**src/rtl/and_reduce_collector_pkg.sv**
```systemverilog
// Shared types and constants for the AND-reduce collector: FSM states,
// the AND identity used to seed the accumulator, and the counter-width helper.
package and_reduce_collector_pkg;

   typedef enum logic {FILL = 1'b0, HOLD = 1'b1} state_t;

   localparam int DEF_WIDTH = 2;
   localparam int DEF_BEATS = 4;
   localparam int MAX_WIDTH = 64;

   // All-ones identity for AND; sliced down to the lane width by users.
   localparam logic [MAX_WIDTH-1:0] LANE_ONES = '1;

   function automatic int cw_of(input int beats);
      return $clog2(beats + 1);
   endfunction

endpackage

```
**src/rtl/and_reduce_collector_and_lanes.sv**
```systemverilog
// Combinational two-operand lane-wise AND used for the accumulator update.
module and_lanes #(
   parameter int WIDTH = 2
) (
   input  logic [WIDTH-1:0] a,
   input  logic [WIDTH-1:0] b,
   output logic [WIDTH-1:0] y
);

   for (genvar i = 0; i < WIDTH; i++) begin : g_lane
      assign y[i] = a[i] & b[i];
   end

endmodule

```
**src/rtl/and_reduce_collector.sv**
```systemverilog
// Collects up to BEATS words from a valid/ready stream and emits their
// lane-wise AND plus the beat count on a registered valid/ready output.
module and_reduce_collector
   import and_reduce_collector_pkg::*;
#(
   parameter  int WIDTH = DEF_WIDTH,
   parameter  int BEATS = DEF_BEATS,
   localparam int CW    = cw_of(BEATS)
) (
   input  logic             CLK,
   input  logic             ASYNCRESETN,
   input  logic [WIDTH-1:0] in_data,
   input  logic             in_valid,
   input  logic             in_last,
   output logic             in_ready,
   output logic [WIDTH-1:0] out_data,
   output logic [CW-1:0]    out_count,
   output logic             out_valid,
   input  logic             out_ready
);

   localparam logic [WIDTH-1:0] ACC_ONES = LANE_ONES[WIDTH-1:0];

   state_t           state, state_n;
   logic [WIDTH-1:0] acc, acc_and;
   logic [CW-1:0]    cnt;
   logic             accept, close;

   and_lanes #(.WIDTH(WIDTH)) u_and_lanes (
      .a (acc),
      .b (in_data),
      .y (acc_and)
   );

   assign accept = in_valid && in_ready;
   // In HOLD acc/cnt are already reset, so the same close rule starts a fresh group.
   assign close  = in_last || (cnt == CW'(BEATS - 1));

   always_ff @(posedge CLK or negedge ASYNCRESETN) begin
      if (!ASYNCRESETN) state <= FILL;
      else              state <= state_n;
   end

   always_comb begin
      state_n = state;
      case (state)
         FILL: if (accept && close) state_n = HOLD;
         HOLD: if (out_ready)       state_n = (accept && close) ? HOLD : FILL;
         default:                   state_n = FILL;
      endcase
   end

   always_comb begin
      in_ready = (state == FILL) || out_ready;
   end

   always_ff @(posedge CLK or negedge ASYNCRESETN) begin
      if (!ASYNCRESETN) begin
         acc       <= ACC_ONES;
         cnt       <= '0;
         out_data  <= '0;
         out_count <= '0;
         out_valid <= 1'b0;
      end else begin
         out_valid <= (state_n == HOLD);
         if (accept) begin
            if (close) begin
               out_data  <= acc_and;
               out_count <= cnt + 1'b1;
               acc       <= ACC_ONES;
               cnt       <= '0;
            end else begin
               acc <= acc_and;
               cnt <= cnt + 1'b1;
            end
         end
      end
   end

endmodule

```
**config.mk**
```make
export PLATFORM = sky130hd
export DESIGN_NAME = and_reduce_collector
export DESIGN_NICKNAME = d
export VERILOG_FILES = /design/src/rtl/and_reduce_collector_pkg.sv /design/src/rtl/and_reduce_collector_and_lanes.sv /design/src/rtl/and_reduce_collector.sv
export SDC_FILE = /design/constraint.sdc
export NUM_CORES = 1
export LEC_CHECK = 0
export CORE_MARGIN = 4
export CORE_UTILIZATION = 35
export DETAILED_ROUTE_END_ITERATION = 7
export HOLD_SLACK_MARGIN = 0.05
export PLACE_DENSITY = 0.59
export SYNTH_ARGS = -nofsm -noshare
export SYNTH_HDL_FRONTEND = slang
export SYNTH_SLANG_ARGS = --single-unit
export TNS_END_PERCENT = 100
```
**constraint.sdc**
```tcl
create_clock -name CLK -period 4.84 [get_ports CLK]
set_input_delay 0.726 -clock CLK [delete_from_list [all_inputs] [get_ports CLK]]
set_output_delay 0.726 -clock CLK [all_outputs]
set_load 0.02 [all_outputs]
```
==> results.txt <==
* Outcome: complete, no violations
* Setup repair after global routing missed its margin: no
- Deepest level of the CTS H-tree: 1
- The critical path runs through a total of 4 cells.
- Chain of cells forming the critical path: clkdlybuf4s50_1 -> nor2b_4 -> inv_1 -> clkdlybuf4s50_1
- Hold is met by 0.475 ns.
- Flip-flop and latch count after synthesis: 11
* Net count, final: 70
- Maximum vdd drop: 0.256 mV
* Total die area: 0.00210 mm^2
- Setup bufs post-CTS: 0
- For the final database, setup skew stands at 0.00166 ns.
- Once layout is complete, the cells apart from fillers number 75.
- Power spread over the standard cell area amounts to 490 mW/mm^2.
- The internal power of the cells totals 0.221 mW.
* CP bufs+invs: 3
- Net switching is 32.1% of the power.
- Share of layout cells above drive strength 1: 15.0%
- Counting cells, the worst reg-to-reg path comes to 5.
- When the netlist entered floorplanning its net count stood at 53.
* Fin area: 664 um^2
* Sink count of the clock tree: 11
- Wire length per cell after detailed routing: 12.1 um
- Summing all placed instances gives a cell area of 638 um^2.
- Clock input transition at the sequential cells of the worst setup and hold paths: 0.07 ns
* Setup_tns: 0 ns
- Die height: 45.8 um
- Actual transition at the worst max-transition pin: 0.496 ns
- Clock tree from TritonCTS: built
* Horiz. Die Dim: 45.8 um
- The number of failing hold endpoints at the final stage is 0.
- Average footprint of a synthesized cell: 11.4 um^2
- Netlist area before placement: 500 um^2
* Routed WL: 905 um
* Total clock buffers created by CTS: 3
- Part of the power in the clock network: 18.7%
- Biggest fanout along the worst timing path: 6
* Std-Cell Core Area: 0.00132 mm^2
* Most Frequent Cell on Critical Path: sky130_fd_sc_hd__clkdlybuf4s50_1
- Setup violations remaining at the end of the flow were counted as 0.
- Number of DRC markers in iteration 0: 6
* Number of inserted diodes: 0
* Number of max-slew violations in the final report: 0
* Number of buffers inserted by hold repair at cts: 0
* Insertion delay to the later sink of the worst-skew pair: 0.26 ns
- The first detailed-routing pass ran for 2 iterations.
- Row generation in the floorplan step produced 13 rows.
- Routability-driven placement finished with a final weighted congestion of 0.708.
- Once placement completed, the tool counted placed cells totaling 71.
- Starting density of the core: 38.0%
- The Yosys step of the flow raised 0 warnings.
* Critical Path Source Type: primary input
* CTS Root Cell: sky130_fd_sc_hd__clkbuf_4
- Of the total power, registers draw 42.8%.
* Relative max-transition margin: 66.8%
* Maximum number of pins on one net before global-route repair: 12
- At the worst endpoint, the arrival time is 2.00 ns.
- Leaving out fill and tap cells, the most frequent cell in the layout is sky130_fd_sc_hd__clkdlybuf4s50_1.
- Net switching power: 0.104 mW
- After layout, the minimum clock period comes to 2.72 ns.
- The number of antenna violations at the first check in global routing was 0.
- Area growth from synthesis to final layout: 32.7%
- Hold WC Path Type: register to register
- Buffer depth of the longest clock path: 2
- The setup path with the least slack is of type primary input to output pin.
* Drc violations: 0
- Overflow left after global routing: 0
- Library cells used by synthesis: 17
- The tool flagged a number of max-cap violations equal to 0.
* Achievable frequency: 0.367 GHz
* Number of fill cells in the layout: 125
- After detailed routing, the number of vias per cell comes to 4.76.
* Delay-heaviest family, CP: buffers and inverters
- For this block, the via count after detailed routing is 357.
- The share of the Yosys chip area taken by registers is 55.5%.
* Number of global-route vias before repair: 339
- Along the worst hold path, the cell count comes to 2.
- 14 I/O pins were placed.
- Data on the critical path is required at its endpoint by 4.11 ns.
- DP Wirelength: 660 um
* Gate count after technology mapping: 44
- Critical-path cell with the highest stage delay: sky130_fd_sc_hd__clkdlybuf4s50_1
- The first global-routing pass estimated 1.52 mm of wire.
- The worst path uses 56.3% of the clock period.
* Largest incremental delay on the critical path: 0.61 ns
- Input and output buffers added on the ports amount to 13.
- Overall routing resource usage: 10.6%
* Commonest cells after routing, fill and taps aside: sky130_fd_sc_hd__clkdlybuf4s50_1, sky130_fd_sc_hd__dfrtp_1, sky130_fd_sc_hd__nand2_1, sky130_fd_sc_hd__inv_1, sky130_fd_sc_hd__mux2i_1
- Leakage dissipation: 0.327 nW
- Comb power frac: 38.5%
- Post-CTS repair changed the size of 0 cells.
- STA classifies the critical path endpoint as an output pin.
* Post-detailed-route count of antenna-violating nets: 0
==> worst paths after layout <==
kind                       slack [ns]   startpoint      endpoint
setup reg to reg                 3.08       cnt[0]  out_count[1]
hold / removal                   0.47       acc[1]        acc[1]
setup / recovery                 2.12    out_ready      in_ready
hold reg to reg                  0.47       acc[1]        acc[1]
min in group asynchronous        0.79  ASYNCRESETN  out_count[2]
max in group asynchronous        3.69  ASYNCRESETN        acc[1]
==> metrics by stage <==
stage | setup WS [ns] | util (%) | total power, mW
2_1_floorplan | 3.14 | - | 0.213
3_3_place_gp | 2.13 | 48.4 | 0.267
3_5_place_dp | 2.12 | 48.4 | 0.268
4_1_cts | 2.12 | 50.4 | 0.333
5_1_grt | 2.09 | 50.4 | 0.351
6_report | 2.12 | 50.4 | 0.325
==> area by class of cell <==
type                    instances  area [um^2]  share of cell area [%]
repair buffers                 13          130                    19.6
multi-input cells              25          185                    27.9
clock buffers                   4         26.3                    3.95
inverters                       7         26.3                    3.95
flip-flops and latches         11          278                    41.8
well taps                      15         18.8                    2.82
==> sequential cells by signal (all words and copies together), names as in the netlist <==
signal	flops
out_count	3
acc	2
out_valid	1
cnt	3
out_data	2
==> Yosys cell counts, drive strengths merged <==
| library cell | instances | area, um^2 |
|---|---|---|
| buf | 1 | 11.3 |
| dfrtp | 9 | 225 |
| dfstp | 2 | 52.6 |
| ha | 2 | 25.0 |
| inv | 7 | 26.3 |
| mux2 | 2 | 26.3 |
| mux2i | 4 | 40.0 |
| nand2 | 7 | 26.3 |
| nor2 | 1 | 3.75 |
| nor2b | 1 | 13.8 |
| nor3 | 1 | 5.00 |
| o21ai | 3 | 15.0 |
| o31ai | 2 | 15.0 |
| o41ai | 1 | 8.76 |
| or3 | 1 | 6.26 |
==> per-layer routing <==
metal	vias up	global-route usage, %	share of wire [%]
met5	-	0	0
met4	0	8.52	2.5
met3	4	2.37	5.2
met2	7	15.6	46
met1	169	13.0	46
li1	177	-	-
==> worst min-delay path, stage by stage, from the launching register on <==
cell,delay (ns)
sky130_fd_sc_hd__dfstp_2,0.37
sky130_fd_sc_hd__o31ai_1,0.05
sky130_fd_sc_hd__nand2_1,0.05
==> power by group through the flow <==
stage	Combinational, mW	Clock, mW	Sequential [mW]
floorplan	0.0508	0	0.162
global placement	0.127	0	0.141
detailed placement	0.127	0	0.141
CTS	0.128	0.0654	0.140
global route	0.137	0.0693	0.144
finish	0.125	0.0609	0.139
==> cells by family (layout without fill, tap and decap cells) <==
group                    after synthesis  count (layout)  synth area share (%)
adder cells (fa/ha/maj)                2               2                  5.00
buffers and inverters                  8              24                  7.50
flip-flops                            11              11                  55.5
AND/OR/NAND/NOR                       11              11                  11.0
AO/OA/AOI/OAI                          6               6                  7.75
multiplexers                           6               6                  13.2
No activity file was read; power rests on OpenSTA's default activity.
